File: src/rtl/alu_ex_stage.sv
`default_nettype none
// ============================================================================
// Module   : alu_ex_stage (with alu_core)
// Brief    : Execute stage: 32-bit ALU core feeding a 2-entry result FIFO,
//            with a saturating signed-overflow event counter.
// Revision : 1.0 - initial release
// ============================================================================

module alu_core (
  input  logic [31:0] i_a,
  input  logic [31:0] i_b,
  input  logic [2:0]  i_op,
  output logic [31:0] o_result,
  output logic        o_carry,
  output logic        o_ovf
);
  logic [31:0] w_bmux;
  logic [32:0] w_sum;
  logic        w_binv;

  // binv doubles as the adder carry-in, so ADD/SUB/SLT share one adder.
  assign w_binv  = i_op[2];
  assign w_bmux  = w_binv ? ~i_b : i_b;
  assign w_sum   = {1'b0, i_a} + {1'b0, w_bmux} + {32'd0, w_binv};
  assign o_carry = w_sum[32];

  always_comb begin
    o_result = '0;
    o_ovf    = 1'b0;
    case (i_op[1:0])
      2'b00: o_result = i_a & w_bmux;
      2'b01: o_result = i_a | w_bmux;
      2'b10: begin
        o_result = w_sum[31:0];
        if (w_binv)
          o_ovf = (i_a[31] != i_b[31]) && (w_sum[31] != i_a[31]);
        else
          o_ovf = (i_a[31] == i_b[31]) && (w_sum[31] != i_a[31]);
      end
      default: o_result = {31'd0, w_sum[31]};
    endcase
  end
endmodule

module alu_ex_stage #(
  parameter int DEPTH     = 2,
  parameter int OVF_CNT_W = 16
) (
  input  logic                 clk,
  input  logic                 reset,
  input  logic                 in_valid,
  output logic                 in_ready,
  input  logic [31:0]          in_a,
  input  logic [31:0]          in_b,
  input  logic [2:0]           in_op,
  input  logic [4:0]           in_rd,
  input  logic                 in_wen,
  output logic                 out_valid,
  input  logic                 out_ready,
  output logic [31:0]          out_result,
  output logic                 out_zero,
  output logic                 out_carry,
  output logic                 out_ovf,
  output logic [4:0]           out_rd,
  output logic                 out_wen,
  output logic [OVF_CNT_W-1:0] ovf_count
);
  localparam int                 c_ENT_W   = 41;
  localparam logic [1:0]         c_FULL    = DEPTH[1:0];
  localparam logic [OVF_CNT_W-1:0] c_OVF_ONE = {{(OVF_CNT_W-1){1'b0}}, 1'b1};

  logic [c_ENT_W-1:0]   r_mem [2];
  logic                 r_wptr;
  logic                 r_rptr;
  logic [1:0]           r_count;
  logic [OVF_CNT_W-1:0] r_ovf_cnt;

  logic [31:0]          w_result;
  logic                 w_carry;
  logic                 w_ovf;
  logic                 w_accept;
  logic                 w_pop;
  logic [c_ENT_W-1:0]   w_entry;
  logic [c_ENT_W-1:0]   w_head;

  alu_core u_core (
    .i_a      (in_a),
    .i_b      (in_b),
    .i_op     (in_op),
    .o_result (w_result),
    .o_carry  (w_carry),
    .o_ovf    (w_ovf)
  );

  // Ready depends only on registered occupancy; a same-cycle pop on a full
  // FIFO frees its slot for the next cycle, keeping out_ready off this path.
  assign in_ready  = (r_count != c_FULL);
  assign out_valid = (r_count != 2'd0);
  assign w_accept  = in_valid && in_ready;
  assign w_pop     = out_valid && out_ready;

  assign w_entry = {w_result, (w_result == 32'd0), w_carry, w_ovf, in_rd, in_wen};
  assign w_head  = r_mem[r_rptr];

  assign out_result = w_head[40:9];
  assign out_zero   = w_head[8];
  assign out_carry  = w_head[7];
  assign out_ovf    = w_head[6];
  assign out_rd     = w_head[5:1];
  assign out_wen    = w_head[0];
  assign ovf_count  = r_ovf_cnt;

  always_ff @(posedge clk or posedge reset) begin
    if (reset) begin
      r_mem[0]  <= '0;
      r_mem[1]  <= '0;
      r_wptr    <= 1'b0;
      r_rptr    <= 1'b0;
      r_count   <= 2'd0;
      r_ovf_cnt <= '0;
    end else begin
      if (w_accept) begin
        r_mem[r_wptr] <= w_entry;
        r_wptr        <= ~r_wptr;
      end
      if (w_pop)
        r_rptr <= ~r_rptr;
      case ({w_accept, w_pop})
        2'b10:   r_count <= r_count + 2'd1;
        2'b01:   r_count <= r_count - 2'd1;
        default: r_count <= r_count;
      endcase
      if (w_accept && w_ovf && (r_ovf_cnt != '1))
        r_ovf_cnt <= r_ovf_cnt + c_OVF_ONE;
    end
  end
endmodule

`default_nettype wire
File: config.mk
export PLATFORM = sky130hd
export DESIGN_NAME = alu_ex_stage
export DESIGN_NICKNAME = d
export VERILOG_FILES = /design/src/rtl/alu_ex_stage.sv
export SDC_FILE = /design/constraint.sdc
export NUM_CORES = 1
export LEC_CHECK = 0
export ABC_AREA = 1
export CORE_ASPECT_RATIO = 0.6
export CORE_UTILIZATION = 60
export DETAILED_ROUTE_END_ITERATION = 8
export PLACE_DENSITY_LB_ADDON = 0.2
export SLEW_MARGIN = 20
export SYNTH_ARGS = -nofsm -noshare
export SYNTH_HDL_FRONTEND = slang
export SYNTH_SLANG_ARGS = --single-unit
File: constraint.sdc
create_clock -name clk -period 5.81 [get_ports clk]
set_input_delay 1.162 -clock clk [delete_from_list [all_inputs] [get_ports clk]]
set_output_delay 1.162 -clock clk [all_outputs]
set_load 0.005 [all_outputs]
==> results of run 1 <==
cells by family after synthesis:
logic type	synth area share
XOR/XNOR	0.0480
buffers and inverters	0.137
flip-flops	0.292
AO/OA/AOI/OAI	0.104
AND/OR/NAND/NOR	0.324
adder cells (fa/ha/maj)	0.0966
area by class of cell:
| type | count | area share |
|---|---|---|
| clock buffer | 9 | 0.0213 |
| clock inverter | 7 | 0.00569 |
| inverter | 273 | 0.0973 |
| multi-input combinational | 959 | 0.475 |
| sequential | 102 | 0.242 |
| tap | 192 | 0.0227 |
| timing repair buffer | 147 | 0.136 |
Yosys cell counts (4+ instances only):
library cell and n:
nand2_1 473, inv_1 265, dfrtp_1 102, o21ai_0 97, nor2_1 77, nand3_1 74, ha_1 66, xnor2_1 33
clkbuf_1 31, a21oi_1 29, o22ai_1 24, nand3b_1 15, xor2_1 15, nand2_2 12, inv_2 8, nand4_1 6
nor3_1 6, o21ai_2 5, buf_2 4, nand2_4 4, nor4_1 4
stage by stage:
step                      area (sq um)  setup WS [ps]  cells  hold slack, ps   util
after global placement           10300           1300   1673             462  0.736
after floorplan                   8750           1970   1372             449      -
after detailed placement         10300           1240   1673             465  0.736
after global routing             10600           1210   1689             509  0.757
after CTS                        10600           1600   1689             485  0.757
final                            10600           1500   1689             482  0.757
sequential cells by signal, indices dropped and copies added, names as in the netlist:
signal	count
ovf_count	16
r_count	2
r_rptr	1
r_mem	82
r_wptr	1
per-layer routing:
metal / vias up / GRT usage / part of all wire
li1: 4430 / - / -
met3: 32 / 0.0850 / 0.11
met1: 4181 / 0.527 / 0.47
met4: 0 / 0.0625 / 0.013
met2: 464 / 0.510 / 0.41
met5: - / 0 / 0
critical path, cell delays in order:
cell and delay (ps):
buf_2 600, buf_4 350, xnor2_1 130, ha_1 380, nand2_1 120, nor2_1 100, nand2_1 80, nand3_1 180
nand2_1 130, nand2_1 210, nand2_1 80, nand3_1 80, nand2_1 130, nor2_1 130, nand3_1 110, nor2_1 180
nand3_1 100, nor2_1 150, nand3_1 90, nand2_1 90
power by group:
| group | internal (mW) | total (mW) | switching (mW) |
|---|---|---|---|
| clock network | 0.296 | 0.577 | 0.281 |
| logic | 0.805 | 1.91 | 1.11 |
| registers | 0.994 | 1.14 | 0.150 |
| total | 2.09 | 3.63 | 1.54 |
path summary, 6_finish.rpt:
check | from | end | slack [ps] | cells after the start
worst max-delay path | in_op[2] | r_mem[49]$_DFFE_PP0P_ | 1500 | 20
worst min-delay path | r_mem[12]$_DFFE_PP0P_ | r_mem[12]$_DFFE_PP0P_ | 480 | 2
worst max register to register | r_count[0]$_DFFE_PP0P_ | r_mem[4]$_DFFE_PP0P_ | 3500 | 8
worst min register to register | r_mem[12]$_DFFE_PP0P_ | r_mem[12]$_DFFE_PP0P_ | 480 | 2
max in group asynchronous | reset | r_mem[19]$_DFFE_PP0P_ | 3450 | 3
min in group asynchronous | reset | r_mem[78]$_DFFE_PP0P_ | 1350 | 2
==> metrics.md, run 1 <==
| Metric | Value |
|---|---|
| Setup Skew | 10.4 ps |
| I/O Buffers | 135 |
| Vias in the first global route | 8118 |
| Register area share after synthesis | 0.292 |
| Vias per std cell | 5.39 |
| FF/Latch Area | 2550 sq um |
| Placeable core region | 14000 sq um |
| Overall power | 3.63 mW |
| FILL cells | 1129 |
| Residual DRC count | 0 |
| Worst skew pair latency | 350 ps |
| Final setup fails | 0 |
| Synth Cell Area | 8750 sq um |
| GR Util All Layers | 0.351 |
| Hold Violations, Final | 0 |
| WS Path Type | primary input to flip-flop |
| GP Congestion | 1.04 |
| Fin crit period | 4310 ps |
| Area delta synth->final | 20.7% |
| EDFF count, synth | 0 |
| Syn avg cell area | 6.38 sq um |
| Yosys warning count | 0 |
| 1st-pass router iterations | 6 |
| Setup TNS | 0 ps |
| Clock buffer count from CTS | 9 |
| Register bit total from synthesis | 102 |
| Run status | completed |
| Primary FF master, synth | dfrtp_1 |
| Post-route ant nets | 0 |
| Least-Margin Pin Slew | 940 ps |
| Asr flop ratio synth | 1.00 |
| Largest net degree at the start of global routing | 78 |
| Yosys cell types | 34 |
| # hold bufs at CTS | 0 |
| Post-DP HPWL | 20.0 mm |
| Syn Nets | 1516 |
| # resized after CTS | 0 |
| Chip width | 158 um |
| Area leader, netlist | dfrtp_1 |
| Antenna violations before repair | 0 |
| Pleak | 5.66 nW |
| WL final | 25.9 mm |
| CP endpoint kind | flip-flop |
| Most common cell after layout, fill and taps aside | nand2_1 |
| Final nets | 1636 |
| Power per cell area | 344 nW/um^2 |
| WL/cell | 15.3 um |
| CP Launch Type | primary input |
| Arrival @ worst endpoint | 4600 ps |
| Crit path max fanout | 26 |
| Detailed Route Iter0 Violations | 1010 |
| RSZ-0062 raised after global routing | no |
| Ratio of cells with drive above 1 in the final layout | 0.0488 |
| Die ar. | 15100 sq um |
| Row Count | 33 |
| Die height | 95.6 um |
| CTS tree | yes |
| F_max | 232 MHz |
| Clock Tree Buf Depth | 2 |
| Synth top area share | 0.292 |
| Gate Count Post-Synth | 1372 |
| Root Buffer | clkbuf_16 |
| Slew Limit Headroom | 0.373 |
| GRT overflow | 0 |
| Required time of the critical path | 6100 ps |
| Clock-pin slew on the worst setup and hold paths | 80 ps |
| Area of the multi-input gates | 5020 sq um |
| Total number of H-tree levels | 3 |
| CTS Sinks | 102 |
| Ant diodes | 0 |
| Max_cap viols | 0 |
| Initial Util | 0.627 |
| Commonest non-fill, non-tap cells in the layout | nand2_1, inv_1, clkdlybuf4s50_1 |
| Hold crit path type | flip-flop to flip-flop |
| Fin crit share | 0.742 |
| Top cells by area, synth | dfrtp_1, nand2_1, inv_1 |
| Routed via count | 9107 |
| First-pass GRT wire length | 40.6 mm |
| Peak VDD IR | 0.000352 V |
| Post-CTS Setup Bufs | 0 |
| I/O pin count | 136 |
| Final slew viol count | 0 |
Power figures use the tool's default switching activity.
==> run 2: changes to the inputs <==
--- a/config.mk
+++ b/config.mk
@@ -7,7 +7,7 @@
 export LEC_CHECK = 0
 export ABC_AREA = 1
 export CORE_ASPECT_RATIO = 0.6
-export CORE_UTILIZATION = 60
+export CORE_UTILIZATION = 56
 export DETAILED_ROUTE_END_ITERATION = 8
 export PLACE_DENSITY_LB_ADDON = 0.2
 export SLEW_MARGIN = 20
==> constraint.sdc (replaced) <==
create_clock -name clk -period 4.4 [get_ports clk]
set_input_delay 0.88 -clock clk [delete_from_list [all_inputs] [get_ports clk]]
set_output_delay 0.88 -clock clk [all_outputs]
set_load 0.005 [all_outputs]
==> run 2 against run 1 <==
Compared with the run above:
- sequential share of layout area fell by 0.083 points
- final cell count increased by 0.36%
- clock skew down 5.1 ps
- wire length down 2.8%
- register-to-register slack got worse by 1100 ps
- critical path type unchanged
- critical endpoint is now r_mem[8]$_DFFE_PP0P_
- largest power group unchanged
==> metrics.md, run 2 (synthesized netlist as in run 1, its figures left out) <==
| Metric | Value |
|---|---|
| Clock-pin slew on the worst setup and hold paths | 70 ps (about the same) |
| Max_cap viols | 0 (unchanged) |
| Peak VDD IR | 0.000321 V (-8.8%) |
| CTS tree | yes |
| Final Util | 0.712 (-0.0450) |
| Final setup fails | 0 (unchanged) |
| Power per cell area | 451 nW/um^2 (+31%) |
| Row Count | 34 (+3.0%) |
| Reg2reg path depth | 7 (-1) |
| Area delta synth->final | 21.1% |
| Total number of H-tree levels | 3 (unchanged) |
| Routed via count | 8814 (-3.2%) |
| CTS Sinks | 102 (unchanged) |
| Final nets | 1636 (unchanged) |
| Slew Limit Headroom | 0.297 (-0.0754) |
| Crit path max fanout | 3 (-88%) |
| Pleak | 5.66 nW (about the same) |
| Post-route ant nets | 0 (unchanged) |
| Die ar. | 16200 sq um (+7.0%) |
| Die height | 98.8 um (+3.4%) |
| Commonest non-fill, non-tap cells in the layout | nand2_1, inv_1, clkdlybuf4s50_1 |
| Post-CTS Setup Bufs | 0 (unchanged) |
| Worst skew pair latency | 340 ps (about the same) |
| Hold Violations, Final | 0 (unchanged) |
| WL/cell | 14.8 um (-3.1%) |
| WS Path Type | primary input to flip-flop |
| CP endpoint kind | flip-flop |
| I/O Buffers | 135 (unchanged) |
| Setup TNS | 0 ps (unchanged) |
| FILL cells | 1264 (+12%) |
| Largest net degree at the start of global routing | 70 (-10%) |
| I/O pin count | 136 (unchanged) |
| Critical Path Slowest Stage Cell | clkdlybuf4s50_1 |
| Antenna violations before repair | 0 (unchanged) |
| Fin crit share | 0.813 |
| Ant diodes | 0 (unchanged) |
| # hold bufs at CTS | 0 (unchanged) |
| CP Launch Type | primary input |
| Setup Skew | 5.34 ps (-5.08 ps) |
| Ratio of cells with drive above 1 in the final layout | 0.0488 (unchanged) |
| Detailed Route Iter0 Violations | 900 (-11%) |
| # resized after CTS | 0 (unchanged) |
| Overall power | 4.78 mW (+31%) |
| Fin crit period | 3580 ps |
| Slowest Stage Delay on Critical Path | 470 ps (-130 ps) |
| GP Congestion | 1.03 (-0.83%) |
| Final slew viol count | 0 (unchanged) |
| 1st-pass router iterations | 7 (+1) |
| Post-DP HPWL | 19.8 mm (-1.0%) |
| Vias per std cell | 5.20 (-3.6%) |
| Hold crit path type | flip-flop to flip-flop |
| Arrival @ worst endpoint | 3860 ps (-740 ps) |
| CP most frequent cell | nand2_1 |
| Most flop-heavy register | r_mem |
| Residual DRC count | 0 (unchanged) |
| Vias in the first global route | 8030 (-1.1%) |
| Root Buffer | clkbuf_16 |
| Placeable core region | 14900 sq um (+6.7%) |
| WL final | 25.2 mm (-2.8%) |
| RSZ-0062 raised after global routing | no |
| GRT overflow | 0 (unchanged) |
| Most common cell after layout, fill and taps aside | nand2_1 |
| Max FFs per register | 82 (unchanged) |
| GR Util All Layers | 0.323 (-0.0277) |
| F_max | 280 MHz |
| WHS Path Cells | 2 (unchanged) |
| Required time of the critical path | 4680 ps (-1420 ps) |
| Clock Tree Buf Depth | 2 (unchanged) |
| First-pass GRT wire length | 40.8 mm (+0.46%) |
| Crit-path cells | clkdlybuf4s50_1 > xnor2_1 > inv_1 > ha_1 > nand2_1 > inv_1 > nand2_1 > nor2_1 > nand3b_1 > nand3_1 > nand2_1 > nand3_1 > nand2_1 > nor2_1 > nand4_1 > nor2_1 > nand3_1 > nand2_1 |
| Chip width | 163 um (+3.5%) |
| Run status | completed |
| Least-Margin Pin Slew | 1050 ps (+113 ps) |
| Initial Util | 0.588 (-0.0393) |
| Clock buffer count from CTS | 9 (unchanged) |
==> run 2: worst max-delay path: cells and delay by family <==
family                     cells  cell delay [ps]
buffers and inverters          3              630
adders and majority gates      1              320
xor gates and xnor gates       1              140
and+or+nand+nor               13             1860
==> run 2: layout make-up <==
| type | instances | area [sq um] | share of cell area |
|---|---|---|---|
| clock buffers | 11 | 243 | 0.0229 |
| inverters | 273 | 1030 | 0.0969 |
| well taps | 198 | 248 | 0.0234 |
| multi-input cells | 959 | 5020 | 0.474 |
| repair buffers | 147 | 1460 | 0.138 |
| clock inverters | 5 | 43.8 | 0.00413 |
| flip-flops and latches | 102 | 2550 | 0.241 |
==> run 2: per-stage QoR <==
stage / instance area [sq um] / instances / hold slack (ps) / setup WS, ps
4_1_cts: 10600 / 1695 / 484 / 914
3_3_place_gp: 10300 / 1679 / 461 / 558
3_5_place_dp: 10300 / 1679 / 466 / 564
5_1_grt: 10600 / 1695 / 493 / 552
6_report: 10600 / 1695 / 481 / 825
2_1_floorplan: 8750 / 1372 / 449 / 845
==> run 2: worst paths after layout <==
path | start | endpoint | slack [ps]
worst min register to register | r_mem[4]$_DFFE_PP0P_ | r_mem[4]$_DFFE_PP0P_ | 480
worst max-delay path | in_b[15] | r_mem[8]$_DFFE_PP0P_ | 820
worst max register to register | ovf_count[0]$_DFFE_PP0P_ | ovf_count[12]$_DFFE_PP0P_ | 2390
worst min-delay path | r_mem[4]$_DFFE_PP0P_ | r_mem[4]$_DFFE_PP0P_ | 480
min in group asynchronous | reset | r_count[1]$_DFFE_PP0P_ | 1050
max in group asynchronous | reset | r_mem[7]$_DFFE_PP0P_ | 2640
==> run 2: layer usage <==
layer  global-route usage  routed length, um
met5                    0                  0
met4               0.0417                189
met3               0.0795               2660
met2                0.460               9970
met1                0.499              12300
==> run 2: power breakdown <==
part / internal (mW) / total (mW) / switching [mW] / leakage (nW)
Clock: 0.406 / 0.768 / 0.362 / 0.134
Combinational: 1.07 / 2.45 / 1.39 / 4.25
Sequential: 1.31 / 1.55 / 0.244 / 1.28
Total: 2.78 / 4.78 / 2.00 / 5.66
